[src/rtl/imem_fetch_responder_if.sv]
// Fetch-request, instruction-memory and response signals of the Y86 fetch responder.
// The slave modport is the responder's view; master is the fetch stage plus memory.
interface imem_fetch_responder_if #(
  parameter int unsigned ADDR_W = 32
) ();
  logic              req_valid;
  logic              req_ready;
  logic [ADDR_W-1:0] req_pc;
  logic              mem_rd;
  logic [ADDR_W-1:0] mem_addr;
  logic [31:0]       mem_rdata;
  logic              resp_valid;
  logic              resp_ready;
  logic [47:0]       resp_bytes;
  logic [ADDR_W-1:0] resp_pc;

  modport slave (
    input  req_valid, req_pc, mem_rdata, resp_ready,
    output req_ready, mem_rd, mem_addr, resp_valid, resp_bytes, resp_pc
  );

  modport master (
    output req_valid, req_pc, mem_rdata, resp_ready,
    input  req_ready, mem_rd, mem_addr, resp_valid, resp_bytes, resp_pc
  );
endinterface

[src/rtl/imem_fetch_responder.sv]
// Gathers the 6 instruction bytes at an arbitrary byte PC from a 32-bit synchronous
// instruction RAM using 2 or 3 aligned reads, and returns them little-endian.
module imem_fetch_responder (
  input  logic                  clk,
  input  logic                  rst,
  imem_fetch_responder_if.slave bus
);
  localparam int unsigned ADDR_W = 32;
  localparam int unsigned WORD_W = 32;
  localparam int unsigned BUF_W  = 3 * WORD_W;
  localparam int unsigned RESP_W = 48;

  typedef enum logic [1:0] {IDLE, READ, LAST, RESP} state_e;

  state_e              state_q;
  logic                req_ready_q;
  logic                mem_rd_q;
  logic [ADDR_W-1:0]   mem_addr_q;
  logic                resp_valid_q;
  logic [RESP_W-1:0]   resp_bytes_q;
  logic [ADDR_W-1:0]   resp_pc_q;
  logic [1:0]          off_q;
  logic [1:0]          issue_idx_q;
  logic [1:0]          last_idx_q;
  logic [1:0]          cap_idx_q;
  logic                pend_q;
  logic [BUF_W-1:0]    buf_q;
  logic [BUF_W-1:0]    buf_d;
  logic [RESP_W-1:0]   resp_bytes_d;

  // Buffer with the word arriving this cycle merged in, so LAST can build the response directly
  always_comb begin
    buf_d = buf_q;
    if (pend_q) begin
      case (cap_idx_q)
        2'd0:    buf_d[31:0]  = bus.mem_rdata;
        2'd1:    buf_d[63:32] = bus.mem_rdata;
        2'd2:    buf_d[95:64] = bus.mem_rdata;
        default: ;
      endcase
    end
    resp_bytes_d = buf_d[7'({off_q, 3'b000}) +: RESP_W];
  end

  always_ff @(posedge clk) begin
    if (rst) begin
      state_q      <= IDLE;
      req_ready_q  <= 1'b1;
      mem_rd_q     <= 1'b0;
      mem_addr_q   <= '0;
      resp_valid_q <= 1'b0;
      resp_bytes_q <= '0;
      resp_pc_q    <= '0;
      off_q        <= '0;
      issue_idx_q  <= '0;
      last_idx_q   <= '0;
      cap_idx_q    <= '0;
      pend_q       <= 1'b0;
      buf_q        <= '0;
    end else begin
      // Read data lands one cycle after each strobe; reset drops any pending word
      pend_q <= mem_rd_q;
      if (pend_q) begin
        buf_q     <= buf_d;
        cap_idx_q <= cap_idx_q + 2'd1;
      end

      case (state_q)
        IDLE: begin
          if (bus.req_valid) begin
            state_q     <= READ;
            req_ready_q <= 1'b0;
            resp_pc_q   <= bus.req_pc;
            off_q       <= bus.req_pc[1:0];
            last_idx_q  <= (bus.req_pc[1:0] == 2'd3) ? 2'd2 : 2'd1;
            issue_idx_q <= 2'd0;
            cap_idx_q   <= 2'd0;
            mem_rd_q    <= 1'b1;
            mem_addr_q  <= {bus.req_pc[ADDR_W-1:2], 2'b00};
          end
        end
        READ: begin
          if (issue_idx_q == last_idx_q) begin
            state_q  <= LAST;
            mem_rd_q <= 1'b0;
          end else begin
            issue_idx_q <= issue_idx_q + 2'd1;
            mem_addr_q  <= mem_addr_q + ADDR_W'(4);
          end
        end
        LAST: begin
          state_q      <= RESP;
          resp_valid_q <= 1'b1;
          resp_bytes_q <= resp_bytes_d;
        end
        RESP: begin
          if (bus.resp_ready) begin
            state_q      <= IDLE;
            resp_valid_q <= 1'b0;
            req_ready_q  <= 1'b1;
          end
        end
        default: state_q <= IDLE;
      endcase
    end
  end

  assign bus.req_ready  = req_ready_q;
  assign bus.mem_rd     = mem_rd_q;
  assign bus.mem_addr   = mem_addr_q;
  assign bus.resp_valid = resp_valid_q;
  assign bus.resp_bytes = resp_bytes_q;
  assign bus.resp_pc    = resp_pc_q;

endmodule
[src/flat_wrapper.sv]
// flat-port wrapper written by rule: the top's interface ports become plain ports
module imem_fetch_responder_flat 
  (clk, rst, bus_req_valid, bus_req_pc, bus_mem_rdata, bus_resp_ready, bus_req_ready, bus_mem_rd, bus_mem_addr, bus_resp_valid, bus_resp_bytes, bus_resp_pc);
  imem_fetch_responder_if bus_i ();
  input  logic clk;
  input  logic rst;
  input wire logic [$bits(bus_i.req_valid)-1:0] bus_req_valid;
  input wire logic [$bits(bus_i.req_pc)-1:0] bus_req_pc;
  input wire logic [$bits(bus_i.mem_rdata)-1:0] bus_mem_rdata;
  input wire logic [$bits(bus_i.resp_ready)-1:0] bus_resp_ready;
  output wire logic [$bits(bus_i.req_ready)-1:0] bus_req_ready;
  output wire logic [$bits(bus_i.mem_rd)-1:0] bus_mem_rd;
  output wire logic [$bits(bus_i.mem_addr)-1:0] bus_mem_addr;
  output wire logic [$bits(bus_i.resp_valid)-1:0] bus_resp_valid;
  output wire logic [$bits(bus_i.resp_bytes)-1:0] bus_resp_bytes;
  output wire logic [$bits(bus_i.resp_pc)-1:0] bus_resp_pc;
  assign bus_i.req_valid = bus_req_valid;
  assign bus_i.req_pc = bus_req_pc;
  assign bus_i.mem_rdata = bus_mem_rdata;
  assign bus_i.resp_ready = bus_resp_ready;
  assign bus_req_ready = bus_i.req_ready;
  assign bus_mem_rd = bus_i.mem_rd;
  assign bus_mem_addr = bus_i.mem_addr;
  assign bus_resp_valid = bus_i.resp_valid;
  assign bus_resp_bytes = bus_i.resp_bytes;
  assign bus_resp_pc = bus_i.resp_pc;
  imem_fetch_responder u_core (.clk(clk), .rst(rst), .bus(bus_i));
endmodule
[config.mk]
export PLATFORM = sky130hd
export DESIGN_NAME = imem_fetch_responder_flat
export DESIGN_NICKNAME = d
export VERILOG_FILES = /design/src/rtl/imem_fetch_responder_if.sv /design/src/rtl/imem_fetch_responder.sv /design/src/flat_wrapper.sv
export SDC_FILE = /design/constraint.sdc
export NUM_CORES = 1
export LEC_CHECK = 0
export BUFFER_PORTS_ARGS = -buffer_cell sky130_fd_sc_hd__buf_2
export CORE_ASPECT_RATIO = 1.5
export CORE_UTILIZATION = 35
export CTS_CLUSTER_DIAMETER = 150
export CTS_CLUSTER_SIZE = 28
export DETAILED_ROUTE_END_ITERATION = 8
export PLACE_DENSITY = 0.63
export SYNTH_ARGS = -nofsm -noshare
export SYNTH_HDL_FRONTEND = slang
export SYNTH_SLANG_ARGS = --single-unit
[constraint.sdc]
create_clock -name clk -period 3.4 [get_ports clk]
set_clock_uncertainty 0.15 [all_clocks]
set_input_delay 0.68 -clock clk [delete_from_list [all_inputs] [get_ports clk]]
set_output_delay 0.68 -clock clk [all_outputs]
set_load 0.01 [all_outputs]
==> results of run 1 <==
==> power by group through the flow <==
stage          registers, mW  logic, mW  clock network [mW]
5_1_grt                 3.14       3.07                2.10
6_report                3.08       2.76                1.95
2_1_floorplan           3.19       1.77                   0
4_1_cts                 3.07       2.79                2.01
3_5_place_dp            3.12       2.78                   0
3_3_place_gp            3.11       2.74                   0
==> Yosys cell counts (6+ instances only) <==
cell and instances:
sky130_fd_sc_hd__dfxtp_1 194, sky130_fd_sc_hd__a22oi_1 8, sky130_fd_sc_hd__and3_1 7, sky130_fd_sc_hd__buf_1 12
sky130_fd_sc_hd__o21ai_0 16, sky130_fd_sc_hd__ha_1 8, sky130_fd_sc_hd__mux4_2 48, sky130_fd_sc_hd__nand3_1 14
sky130_fd_sc_hd__inv_1 10, sky130_fd_sc_hd__nor3_1 10, sky130_fd_sc_hd__nor2_1 153, sky130_fd_sc_hd__buf_4 6
sky130_fd_sc_hd__buf_2 9, sky130_fd_sc_hd__mux2i_1 80, sky130_fd_sc_hd__o22ai_1 9, sky130_fd_sc_hd__a211oi_1 55
sky130_fd_sc_hd__clkbuf_1 46, sky130_fd_sc_hd__nand4_1 9, sky130_fd_sc_hd__nand2_1 101, sky130_fd_sc_hd__a21oi_1 60
==> cells by family after synthesis <==
| logic type | share of synthesized area, % |
|---|---|
| muxes | 21.1 |
| buffers and inverters | 4.57 |
| xor gates and xnor gates | 0.295 |
| other | 0.0421 |
| AOI/OAI and AO/OA | 13.9 |
| and+or+nand+nor | 15.4 |
| adders and majority gates | 1.12 |
| DFF | 43.6 |
==> area by class of cell <==
type	instances	area (µm²)
clock buffer	19	433
clock inverter	13	131
fill	2496	14400
inverter	11	41.3
multi-input combinational	648	4640
sequential	194	3890
tap	328	410
timing repair buffer	198	1080
==> routing by layer <==
metal  up-vias  routed length [µm]  global-route usage [%]  share of wire (%)
met5         -                  10                       0              0.041
met4         2                 510                    6.60                2.1
met3        29                1410                    4.95                5.7
met2       206               12900                    34.8                 53
met1      3552                9710                    21.4                 40
li1       3630                   -                       -                  -
==> state kept, by name, indices dropped and copies added (netlist names), 2 cells and up <==
| signal | flops |
|---|---|
| u_core.bus.resp_pc | 31 |
| u_core.last_idx_q | 2 |
| u_core.bus.mem_addr | 30 |
| u_core.issue_idx_q | 2 |
| u_core.state_q | 2 |
| u_core.bus.resp_bytes | 48 |
| u_core.cap_idx_q | 2 |
| u_core.buf_q | 72 |
==> tightest hold or removal path: cells and delay by family, from the launching register on <==
family | cells | cell delay, ps
compound gates | 1 | 50
simple gates | 1 | 50
flops | 1 | 310
==> final timing paths <==
path | start | to | slack, ps
worst max register to register | u_core.cap_idx_q[0] | u_core.bus.resp_bytes[30] | 780
worst max-delay path | u_core.cap_idx_q[0] | u_core.bus.resp_bytes[30] | 780
worst min register to register | u_core.bus.resp_pc[6] | u_core.bus.resp_pc[6] | 300
worst min-delay path | u_core.bus.resp_pc[6] | u_core.bus.resp_pc[6] | 300
==> metrics by stage <==
step / instance area, µm² / setup WS (ps) / hold slack, ps
floorplan: 8920 / 1320 / 298
global placement: 10100 / 832 / 289
detailed placement: 10100 / 778 / 296
CTS: 10600 / 778 / 305
global route: 10600 / 603 / 319
finish: 10600 / 782 / 303
==> run_summary.xml, run 1 <==
<?xml version="1.0" encoding="UTF-8"?>
<metrics>
  <group name="status">
    <metric name="outcome" unit="">finished, final reports clean</metric>
  </group>
  <group name="sta">
    <metric name="period_share" unit="%">77.0</metric>
    <metric name="unrepaired_setup_endpoints_after_global_routing" unit="">false</metric>
    <metric name="period_needed" unit="ps">2620</metric>
    <metric name="slew_headroom" unit="%">31.1</metric>
    <metric name="report.final.slew_viol_count" unit="">0</metric>
    <metric name="final_setup_violations" unit="">0</metric>
    <metric name="finalHoldViolations" unit="">0</metric>
    <metric name="fin_setup_tns" unit="ps">0</metric>
    <metric name="tightestPinTransition" unit="ps">1030</metric>
    <metric name="maxClockFrequency" unit="MHz">382</metric>
  </group>
  <group name="cts">
    <metric name="clk_pin_slew_worst_paths" unit="ps">70</metric>
    <metric name="cts_tree" unit="">built</metric>
    <metric name="worstSkewPairLatency" unit="ps">440</metric>
    <metric name="tritoncts_num_sinks" unit="">194</metric>
    <metric name="clock_path_buffers" unit="">2</metric>
    <metric name="cts_hold_buf" unit="">0</metric>
    <metric name="clock_tree.root_cell" unit="">sky130_fd_sc_hd__clkbuf_16</metric>
    <metric name="ctsHtreeMaxLevel" unit="">4</metric>
    <metric name="numCtsBuffers" unit="">17</metric>
    <metric name="cts_setup_buffers" unit="">0</metric>
    <metric name="ctsResizeCount" unit="">0</metric>
  </group>
  <group name="logic_synthesis">
    <metric name="synth_top_cell_by_area" unit="">sky130_fd_sc_hd__dfxtp_1</metric>
    <metric name="synth_area_per_cell" unit="µm²">9.58</metric>
    <metric name="netlist_area" unit="µm²">8920</metric>
    <metric name="post_synth_num_cell_types" unit="">58</metric>
    <metric name="ys_seq_area_share" unit="%">43.6</metric>
    <metric name="synth_enable_flop_cells" unit="">0</metric>
    <metric name="ys_async_sr_fraction" unit="%">0</metric>
    <metric name="yosys_register_bits" unit="">194</metric>
    <metric name="dominantRegCellSynth" unit="">sky130_fd_sc_hd__dfxtp_1</metric>
    <metric name="yosysTopAreaCellShare" unit="%">43.6</metric>
    <metric name="syn-instance-count" unit="">931</metric>
    <metric name="synthTopCellsByArea" unit="">sky130_fd_sc_hd__dfxtp_1, sky130_fd_sc_hd__mux4_2, sky130_fd_sc_hd__mux2i_1</metric>
    <metric name="yosys_warnings" unit="">0</metric>
  </group>
  <group name="power">
    <metric name="power.total" unit="mW">7.79</metric>
    <metric name="pwr-share-comb" unit="%">35.4</metric>
    <metric name="power_switching" unit="mW">2.91</metric>
    <metric name="cellLeakagePower" unit="nW">4.29</metric>
    <metric name="power.density_cell_area" unit="nW/µm²">733</metric>
    <metric name="cellInternalPower" unit="mW">4.88</metric>
    <metric name="power.ir.vdd_worst" unit="V">0.000369</metric>
    <metric name="share_clk_of_total_power" unit="%">25.1</metric>
    <metric name="switching_share" unit="%">37.4</metric>
    <metric name="seq_power_share" unit="%">39.5</metric>
  </group>
  <group name="cells_and_area">
    <metric name="layout_commonest_cell" unit="">sky130_fd_sc_hd__dfxtp_1</metric>
    <metric name="nNetsFinal" unit="">1146</metric>
    <metric name="layout-drive-gt1-share" unit="%">26.6</metric>
    <metric name="most-common-layout-cells" unit="">sky130_fd_sc_hd__dfxtp_1, sky130_fd_sc_hd__buf_2, sky130_fd_sc_hd__nor2_1</metric>
    <metric name="antennaDiodeCount" unit="">0</metric>
    <metric name="stdcell_count" unit="">1411</metric>
    <metric name="post_route_core_utilization" unit="%">42.4</metric>
    <metric name="flow.area_growth_from_synthesis" unit="%">19.2</metric>
  </group>
  <group name="critical_path">
    <metric name="timing.critical_path.from_type" unit="">register</metric>
    <metric name="timing.critical_path.to_type" unit="">register</metric>
    <metric name="crit_cells" unit="">7</metric>
    <metric name="timing_worst_setup_path_type" unit="">reg -&gt; reg</metric>
    <metric name="critPathMaxStageDelay" unit="ps">500</metric>
    <metric name="worst-r2r-cell-count" unit="">7</metric>
    <metric name="worstPathRequired" unit="ps">3590</metric>
    <metric name="slowest_stage" unit="">sky130_fd_sc_hd__and2_2</metric>
    <metric name="cp.buffers_inverters" unit="">2</metric>
    <metric name="worst-path-max-fanout" unit="">17</metric>
    <metric name="arrival" unit="ps">2810</metric>
    <metric name="critical-path-top-delay-family" unit="">multiplexers</metric>
    <metric name="path_cells" unit="">inv_1 &gt; ha_1 &gt; and2_2 &gt; buf_4 &gt; mux2i_1 &gt; mux4_2 &gt; a211oi_1</metric>
  </group>
  <group name="floorplan">
    <metric name="num_rows" unit="">71</metric>
    <metric name="starting_density_of_the_core" unit="%">35.6</metric>
    <metric name="design.core.area" unit="µm²">25100</metric>
    <metric name="die_height" unit="µm">197</metric>
    <metric name="ios" unit="">183</metric>
    <metric name="chipWidth" unit="µm">132</metric>
    <metric name="full_die_area" unit="µm²">26100</metric>
  </group>
  <group name="global_route">
    <metric name="total_gr_overflow" unit="">0</metric>
    <metric name="maximum_number_of_pins_on_one_net_before_global_route_repair" unit="">138</metric>
    <metric name="grt_pass1_wl" unit="mm">39.5</metric>
    <metric name="gr-usage-all-layers" unit="%">19.1</metric>
    <metric name="vias_in_the_first_global_route" unit="">7272</metric>
    <metric name="initial_antenna_violation_count" unit="">1</metric>
  </group>
  <group name="route">
    <metric name="antenna_left" unit="">0</metric>
    <metric name="viasPerCell" unit="">5.26</metric>
    <metric name="detail_route.iter0.violations" unit="">395</metric>
    <metric name="wl_per_cell" unit="µm">17.4</metric>
    <metric name="dr.pass1.iters" unit="">5</metric>
    <metric name="dr_total_vias" unit="">7419</metric>
    <metric name="totalWireLength" unit="mm">24.5</metric>
    <metric name="remaining_design_rule_violation_count" unit="">0</metric>
  </group>
  <group name="placed_design">
    <metric name="placed_cells_incl_taps" unit="">1379</metric>
    <metric name="placement.io_buffers" unit="">180</metric>
    <metric name="dp.final_hpwl" unit="mm">17.4</metric>
    <metric name="place.gp.congestion" unit="">0.865</metric>
  </group>
  <group name="min_path">
    <metric name="hold_depth" unit="">2</metric>
    <metric name="hp-class" unit="">reg -&gt; reg</metric>
  </group>
  <group name="job">
    <metric name="maxcap_viol_count" unit="">0</metric>
  </group>
</metrics>
Power figures use the tool's default switching activity.
==> run 2, diff against run 1 <==
- ABC_AREA: unset -> 1
- PLACE_DENSITY: 0.63 -> 0.65
- clock period: 3.4 -> 2.4 ns (I/O delays scaled with it)
==> run_summary.xml, run 2 <==
<?xml version="1.0" encoding="UTF-8"?>
<metrics>
  <group name="route">
    <metric name="wl_per_cell" unit="µm">15.0</metric>
    <metric name="dr.pass1.iters" unit="">5</metric>
    <metric name="dr_total_vias" unit="">9577</metric>
    <metric name="detail_route.iter0.violations" unit="">693</metric>
    <metric name="viasPerCell" unit="">4.94</metric>
    <metric name="remaining_design_rule_violation_count" unit="">0</metric>
    <metric name="totalWireLength" unit="mm">29.1</metric>
    <metric name="antenna_left" unit="">0</metric>
  </group>
  <group name="sta">
    <metric name="final_setup_violations" unit="">0</metric>
    <metric name="finalHoldViolations" unit="">0</metric>
    <metric name="unrepaired_setup_endpoints_after_global_routing" unit="">false</metric>
    <metric name="period_needed" unit="ps">2180</metric>
    <metric name="final.hold.worst_slack" unit="ps">118</metric>
    <metric name="report.final.slew_viol_count" unit="">0</metric>
    <metric name="maxClockFrequency" unit="MHz">458</metric>
    <metric name="period_share" unit="%">91.0</metric>
    <metric name="setup_slack" unit="ps">216</metric>
    <metric name="tightestPinTransition" unit="ps">616</metric>
    <metric name="slew_headroom" unit="%">58.9</metric>
    <metric name="fin_setup_tns" unit="ps">0</metric>
  </group>
  <group name="floorplan">
    <metric name="design.core.area" unit="µm²">26600</metric>
    <metric name="full_die_area" unit="µm²">27800</metric>
    <metric name="ios" unit="">183</metric>
    <metric name="die_height" unit="µm">204</metric>
    <metric name="starting_density_of_the_core" unit="%">35.7</metric>
    <metric name="chipWidth" unit="µm">137</metric>
    <metric name="num_rows" unit="">73</metric>
  </group>
  <group name="placed_design">
    <metric name="placed_cells_incl_taps" unit="">1907</metric>
    <metric name="place.gp.congestion" unit="">0.878</metric>
    <metric name="dpl_cell_area" unit="µm²">10700</metric>
    <metric name="placement.io_buffers" unit="">180</metric>
    <metric name="dp.final_hpwl" unit="mm">21.0</metric>
    <metric name="placement.setup.worst_slack" unit="ps">303</metric>
  </group>
  <group name="logic_synthesis">
    <metric name="syn-instance-count" unit="">1453</metric>
    <metric name="synthTopCellsByArea" unit="">sky130_fd_sc_hd__dfxtp_1, sky130_fd_sc_hd__nand2_1, sky130_fd_sc_hd__nor2_1</metric>
    <metric name="synth_area_per_cell" unit="µm²">6.54</metric>
    <metric name="dominantRegCellSynth" unit="">sky130_fd_sc_hd__dfxtp_1</metric>
    <metric name="post-synth-top-count-cell" unit="">sky130_fd_sc_hd__nand2_1</metric>
    <metric name="netlist_area" unit="µm²">9500</metric>
    <metric name="yosysTopAreaCellShare" unit="%">40.9</metric>
    <metric name="ys_async_sr_fraction" unit="%">0</metric>
    <metric name="post_synth_num_cell_types" unit="">30</metric>
    <metric name="synth_enable_flop_cells" unit="">0</metric>
    <metric name="synth.top_cells.by_count" unit="">sky130_fd_sc_hd__nand2_1, sky130_fd_sc_hd__dfxtp_1, sky130_fd_sc_hd__nor2_1</metric>
    <metric name="synth_top_cell_by_area" unit="">sky130_fd_sc_hd__dfxtp_1</metric>
    <metric name="ys_seq_area_share" unit="%">40.9</metric>
    <metric name="yosys_register_bits" unit="">194</metric>
    <metric name="yosys_warnings" unit="">0</metric>
  </group>
  <group name="cts">
    <metric name="clock_tree.root_cell" unit="">sky130_fd_sc_hd__clkbuf_16</metric>
    <metric name="clock_path_buffers" unit="">2</metric>
    <metric name="numCtsBuffers" unit="">17</metric>
    <metric name="ctsResizeCount" unit="">0</metric>
    <metric name="ctsHtreeMaxLevel" unit="">4</metric>
    <metric name="worstSkewPairLatency" unit="ps">460</metric>
    <metric name="cts_setup_buffers" unit="">0</metric>
    <metric name="tritoncts_num_sinks" unit="">194</metric>
    <metric name="clk_pin_slew_worst_paths" unit="ps">80</metric>
    <metric name="cts_tree" unit="">built</metric>
    <metric name="cts_hold_buf" unit="">0</metric>
  </group>
  <group name="global_route">
    <metric name="initial_antenna_violation_count" unit="">0</metric>
    <metric name="vias_in_the_first_global_route" unit="">8938</metric>
    <metric name="maximum_number_of_pins_on_one_net_before_global_route_repair" unit="">126</metric>
    <metric name="gr-usage-all-layers" unit="%">21.7</metric>
    <metric name="grt_pass1_wl" unit="mm">46.2</metric>
    <metric name="total_gr_overflow" unit="">0</metric>
  </group>
  <group name="cells_and_area">
    <metric name="layout_commonest_cell" unit="">sky130_fd_sc_hd__nand2_1</metric>
    <metric name="max_flop_register" unit="">u_core.buf_q</metric>
    <metric name="antennaDiodeCount" unit="">0</metric>
    <metric name="largest_reg_flops" unit="">72</metric>
    <metric name="flow.area_growth_from_synthesis" unit="%">19.3</metric>
    <metric name="nNetsFinal" unit="">1665</metric>
    <metric name="most-common-layout-cells" unit="">sky130_fd_sc_hd__nand2_1, sky130_fd_sc_hd__dfxtp_1, sky130_fd_sc_hd__nor2_1</metric>
    <metric name="post_route_core_utilization" unit="%">42.6</metric>
    <metric name="stdcell_count" unit="">1939</metric>
    <metric name="layout-drive-gt1-share" unit="%">15.9</metric>
    <metric name="layout.cell_area.non_filler" unit="µm²">11300</metric>
  </group>
  <group name="critical_path">
    <metric name="path_cells" unit="">buf_4 &gt; buf_2</metric>
    <metric name="critPathMaxStageDelay" unit="ps">500</metric>
    <metric name="cp-startpoint" unit="">u_core.off_q[0]</metric>
    <metric name="worstPathRequired" unit="ps">1770</metric>
    <metric name="timing.critical_path.from_type" unit="">register</metric>
    <metric name="worst-r2r-cell-count" unit="">11</metric>
    <metric name="worstReg2RegEnd" unit="">u_core.bus.resp_bytes[31]</metric>
    <metric name="slowest_stage" unit="">sky130_fd_sc_hd__buf_4</metric>
    <metric name="worst-path-max-fanout" unit="">52</metric>
    <metric name="setup.reg_to_reg.worst_slack" unit="ps">280</metric>
    <metric name="timing.critical_path.to_type" unit="">output port</metric>
    <metric name="timing_worst_setup_path_type" unit="">reg -&gt; out</metric>
    <metric name="arrival" unit="ps">1550</metric>
    <metric name="crit_path_end" unit="">bus_resp_pc[0]</metric>
    <metric name="timing.rr.start" unit="">u_core.cap_idx_q[1]</metric>
  </group>
  <group name="min_path">
    <metric name="hp-class" unit="">in -&gt; reg</metric>
    <metric name="hold_depth" unit="">3</metric>
  </group>
  <group name="power">
    <metric name="power.ir.vdd_worst" unit="V">0.000665</metric>
    <metric name="cellLeakagePower" unit="nW">5.51</metric>
    <metric name="power.density_cell_area" unit="nW/µm²">1090</metric>
    <metric name="power.total" unit="mW">12.4</metric>
  </group>
  <group name="job">
    <metric name="maxcap_viol_count" unit="">0</metric>
  </group>
  <group name="status">
    <metric name="outcome" unit="">finished, final reports clean</metric>
  </group>
</metrics>
## run 2: changes by cell type after synthesis, moves of 9 or more
cell | previous run | this run
sky130_fd_sc_hd__o21ai_0 | 16 | 86
sky130_fd_sc_hd__nand4_1 | 9 | 0
sky130_fd_sc_hd__nor2_1 | 153 | 192
sky130_fd_sc_hd__o211ai_1 | 4 | 34
sky130_fd_sc_hd__o21ai_1 | 0 | 50
sky130_fd_sc_hd__inv_1 | 10 | 184
sky130_fd_sc_hd__a211oi_1 | 55 | 0
sky130_fd_sc_hd__mux2i_1 | 80 | 21
sky130_fd_sc_hd__nand2_1 | 101 | 372
sky130_fd_sc_hd__mux4_2 | 48 | 0
sky130_fd_sc_hd__a21oi_1 | 60 | 89
sky130_fd_sc_hd__buf_2 | 9 | 30
sky130_fd_sc_hd__nand3_1 | 14 | 102
## run 2: critical path: cells and delay by family (launching register included)
| kind | cells | cell delay, ps |
|---|---|---|
| DFF | 1 | 330 |
| buffers and inverters | 2 | 740 |
## run 2: area by class of cell
type / count / area (µm²)
fill: 2830 / 15200
inverter: 185 / 694
tap: 337 / 422
clock buffer: 18 / 439
multi-input combinational: 984 / 4530
sequential: 194 / 3880
timing repair buffer: 207 / 1180
clock inverter: 14 / 178
## run 2: power breakdown
part	internal, mW	switching (mW)	leakage [nW]
combinational	1.71	2.98	3.63
sequential	4.00	0.604	1.59
clock	1.68	1.38	0.296
total	7.40	4.97	5.51
## run 2: worst min path at each step
stage / endpoint / slack, ps / startpoint
4_1_cts: u_core.bus.resp_pc[19] / 90 / bus_req_pc[19]
3_5_place_dp: u_core.pend_q / 310 / u_core.bus.mem_rd
2_1_floorplan: u_core.buf_q[70] / 300 / u_core.buf_q[70]
3_3_place_gp: u_core.pend_q / 300 / u_core.bus.mem_rd
5_1_grt: u_core.bus.resp_pc[3] / 120 / bus_req_pc[3]
6_report: u_core.bus.resp_pc[31] / 120 / bus_req_pc[31]
## run 2: cells by family (layout without fill, tap and decap cells)
family / after synthesis / after routing / share of synthesized area [%]
other: 1 / 2 / 0.0395
adders and majority gates: 8 / 8 / 1.05
muxes: 21 / 21 / 2.21
and+or+nand+nor: 678 / 678 / 28.4
buffers and inverters: 276 / 424 / 11.6
AOI/OAI and AO/OA: 273 / 273 / 15.6
xor gates and xnor gates: 2 / 2 / 0.184
DFF: 194 / 194 / 40.9
## run 2: metal layers
layer / up-vias / track usage (%) / share of wire, %
met5: - / 0 / 0
met4: 0 / 10.7 / 3.9
met3: 54 / 3.78 / 3.9
met2: 225 / 39.5 / 53
met1: 4443 / 23.8 / 39
li1: 4855 / - / -
==> run 3, diff against run 2 <==
- ABC_AREA: 1 -> unset
==> run_summary.xml, run 3 (synthesis gave the netlist of run 1 again) <==
<?xml version="1.0" encoding="UTF-8"?>
<metrics>
  <group name="route">
    <metric name="remaining_design_rule_violation_count" unit="">0</metric>
    <metric name="dr.pass1.iters" unit="">4</metric>
    <metric name="detail_route.iter0.violations" unit="">391</metric>
    <metric name="viasPerCell" unit="">5.32</metric>
    <metric name="wl_per_cell" unit="µm">17.5</metric>
    <metric name="dr_total_vias" unit="">7621</metric>
    <metric name="antenna_left" unit="">0</metric>
    <metric name="totalWireLength" unit="mm">25.1</metric>
  </group>
  <group name="floorplan">
    <metric name="die_height" unit="µm">197</metric>
    <metric name="chipWidth" unit="µm">132</metric>
    <metric name="num_rows" unit="">71</metric>
    <metric name="design.core.area" unit="µm²">25100</metric>
    <metric name="starting_density_of_the_core" unit="%">35.6</metric>
    <metric name="full_die_area" unit="µm²">26100</metric>
    <metric name="ios" unit="">183</metric>
  </group>
  <group name="min_path">
    <metric name="hold_depth" unit="">3</metric>
    <metric name="hold_end" unit="">u_core.bus.resp_pc[9]</metric>
    <metric name="hp-class" unit="">in -&gt; reg</metric>
    <metric name="hold_start" unit="">bus_req_pc[9]</metric>
  </group>
  <group name="critical_path">
    <metric name="critPathMaxStageDelay" unit="ps">490</metric>
    <metric name="worstReg2RegEnd" unit="">u_core.bus.resp_bytes[19]</metric>
    <metric name="timing.rr.start" unit="">u_core.cap_idx_q[0]</metric>
    <metric name="timing.critical_path.from_type" unit="">register</metric>
    <metric name="worst-r2r-cell-count" unit="">7</metric>
    <metric name="worstPathRequired" unit="ps">2600</metric>
    <metric name="setup.reg_to_reg.worst_slack" unit="ps">140</metric>
    <metric name="slowest_stage" unit="">sky130_fd_sc_hd__mux4_2</metric>
    <metric name="arrival" unit="ps">2460</metric>
    <metric name="timing_worst_setup_path_type" unit="">reg -&gt; reg</metric>
    <metric name="timing.critical_path.to_type" unit="">register</metric>
    <metric name="worst-path-max-fanout" unit="">12</metric>
    <metric name="path_cells" unit="">inv_1 &gt; ha_1 &gt; and2_2 &gt; buf_4 &gt; mux2i_1 &gt; mux4_2 &gt; a211oi_1</metric>
  </group>
  <group name="cells_and_area">
    <metric name="post_route_core_utilization" unit="%">43.5</metric>
    <metric name="flow.area_growth_from_synthesis" unit="%">22.3</metric>
    <metric name="stdcell_count" unit="">1433</metric>
    <metric name="nNetsFinal" unit="">1168</metric>
    <metric name="antennaDiodeCount" unit="">0</metric>
    <metric name="most-common-layout-cells" unit="">sky130_fd_sc_hd__dfxtp_1, sky130_fd_sc_hd__buf_2, sky130_fd_sc_hd__nor2_1</metric>
    <metric name="largest_reg_flops" unit="">72</metric>
    <metric name="max_flop_register" unit="">u_core.buf_q</metric>
    <metric name="layout-drive-gt1-share" unit="%">28.4</metric>
    <metric name="layout_commonest_cell" unit="">sky130_fd_sc_hd__dfxtp_1</metric>
    <metric name="filler_cell_count" unit="">2494</metric>
  </group>
  <group name="power">
    <metric name="pwr-share-comb" unit="%">36.5</metric>
    <metric name="power_switching" unit="mW">4.35</metric>
    <metric name="seq_power_share" unit="%">38.0</metric>
    <metric name="share_clk_of_total_power" unit="%">25.5</metric>
    <metric name="cellInternalPower" unit="mW">7.02</metric>
    <metric name="cellLeakagePower" unit="nW">4.45</metric>
    <metric name="power.ir.vdd_worst" unit="V">0.000549</metric>
    <metric name="power.density_cell_area" unit="nW/µm²">1040</metric>
    <metric name="power.total" unit="mW">11.4</metric>
    <metric name="switching_share" unit="%">38.2</metric>
  </group>
  <group name="sta">
    <metric name="period_share" unit="%">94.3</metric>
    <metric name="unrepaired_setup_endpoints_after_global_routing" unit="">false</metric>
    <metric name="period_needed" unit="ps">2260</metric>
    <metric name="slew_headroom" unit="%">49.2</metric>
    <metric name="final.hold.worst_slack" unit="ps">134</metric>
    <metric name="fin_setup_tns" unit="ps">0</metric>
    <metric name="tightestPinTransition" unit="ps">760</metric>
    <metric name="report.final.slew_viol_count" unit="">0</metric>
    <metric name="maxClockFrequency" unit="MHz">442</metric>
    <metric name="final_setup_violations" unit="">0</metric>
    <metric name="finalHoldViolations" unit="">0</metric>
  </group>
  <group name="cts">
    <metric name="worstSkewPairLatency" unit="ps">440</metric>
    <metric name="cts_tree" unit="">built</metric>
    <metric name="ctsHtreeMaxLevel" unit="">4</metric>
    <metric name="clock_path_buffers" unit="">2</metric>
    <metric name="ctsResizeCount" unit="">0</metric>
    <metric name="tritoncts_num_sinks" unit="">194</metric>
    <metric name="clk_pin_slew_worst_paths" unit="ps">80</metric>
    <metric name="clock_tree.root_cell" unit="">sky130_fd_sc_hd__clkbuf_16</metric>
    <metric name="cts_setup_buffers" unit="">0</metric>
    <metric name="cts_hold_buf" unit="">0</metric>
    <metric name="numCtsBuffers" unit="">17</metric>
  </group>
  <group name="placed_design">
    <metric name="placed_cells_incl_taps" unit="">1401</metric>
    <metric name="dp.final_hpwl" unit="mm">18.2</metric>
    <metric name="place.gp.congestion" unit="">0.896</metric>
    <metric name="placement.io_buffers" unit="">180</metric>
  </group>
  <group name="job">
    <metric name="maxcap_viol_count" unit="">0</metric>
  </group>
  <group name="status">
    <metric name="outcome" unit="">finished, final reports clean</metric>
  </group>
  <group name="global_route">
    <metric name="initial_antenna_violation_count" unit="">1</metric>
    <metric name="vias_in_the_first_global_route" unit="">7385</metric>
    <metric name="grt_pass1_wl" unit="mm">39.9</metric>
    <metric name="maximum_number_of_pins_on_one_net_before_global_route_repair" unit="">76</metric>
    <metric name="total_gr_overflow" unit="">0</metric>
    <metric name="gr-usage-all-layers" unit="%">19.6</metric>
  </group>
</metrics>
[run 3: cell count changes in the layout (fill, tap and decap cells not counted), sizes merged, moves of 8 or more]
cell	before	now
nand2	373	102
inv	190	19
o21ai	138	16
nand3	102	15
mux2i	21	80
a211oi	0	55
mux4	0	48
nor2	195	153
o211ai	34	4
a21oi	89	60
buf	207	220
nand4	0	9
nor3	3	11
[run 3: how the worst max path moves through the flow]
stage	from	endpoint	slack, ps	depth (start not counted)
after floorplan	u_core.state_q[0]	u_core.bus.mem_addr[5]	320	11
after global placement	u_core.cap_idx_q[0]	u_core.bus.resp_bytes[5]	190	7
after detailed placement	u_core.cap_idx_q[0]	u_core.bus.resp_bytes[4]	120	7
after CTS	u_core.cap_idx_q[0]	u_core.bus.resp_bytes[4]	110	7
after global routing	u_core.cap_idx_q[0]	u_core.bus.resp_bytes[9]	2	7
final	u_core.cap_idx_q[0]	u_core.bus.resp_bytes[19]	140	7
[run 3: area by class of cell]
cell class / count / area [µm²] / share of cell area [%]
timing repair buffer: 220 / 1310 / 12.0
multi-input combinational: 648 / 4650 / 42.6
clock inverter: 15 / 180 / 1.65
clock buffer: 17 / 425 / 3.90
tap: 328 / 410 / 3.76
sequential: 194 / 3890 / 35.7
inverter: 11 / 41.3 / 0.379
[run 3: power by group through the flow]
stage | clock (mW) | combinational (mW) | sequential [mW]
after floorplan | 0 | 2.50 | 4.52
after global placement | 0 | 4.10 | 4.35
after detailed placement | 0 | 4.16 | 4.38
after CTS | 2.99 | 4.18 | 4.32
after global routing | 3.10 | 4.58 | 4.40
final | 2.90 | 4.15 | 4.32
[run 3: worst max-delay path, delay by kind of cell (launching register included)]
| kind | cells | cell delay [ps] |
|---|---|---|
| multiplexers | 2 | 690 |
| flip-flops | 1 | 370 |
| buffers and inverters | 2 | 290 |
| AO/OA/AOI/OAI | 1 | 280 |
| AND/OR/NAND/NOR | 1 | 200 |
| adder cells (fa/ha/maj) | 1 | 180 |
[run 3: metal layers]
| layer | share of wire (%) | up-vias | track usage, % | wire (µm) |
|---|---|---|---|---|
| li1 | - | 3682 | - | - |
| met1 | 39 | 3688 | 20.9 | 9760 |
| met2 | 54 | 212 | 36.6 | 13500 |
| met3 | 5.4 | 37 | 4.72 | 1350 |
| met4 | 2.1 | 2 | 7.79 | 539 |
| met5 | 0.040 | - | 0 | 10 |
[run 3: stage by stage]
step / worst slack [ps] / area (µm²)
2_1_floorplan: 321 / 8920
3_3_place_gp: 187 / 10300
3_5_place_dp: 123 / 10300
4_1_cts: 109 / 10900
5_1_grt: 2.06 / 10900
6_report: 138 / 10900
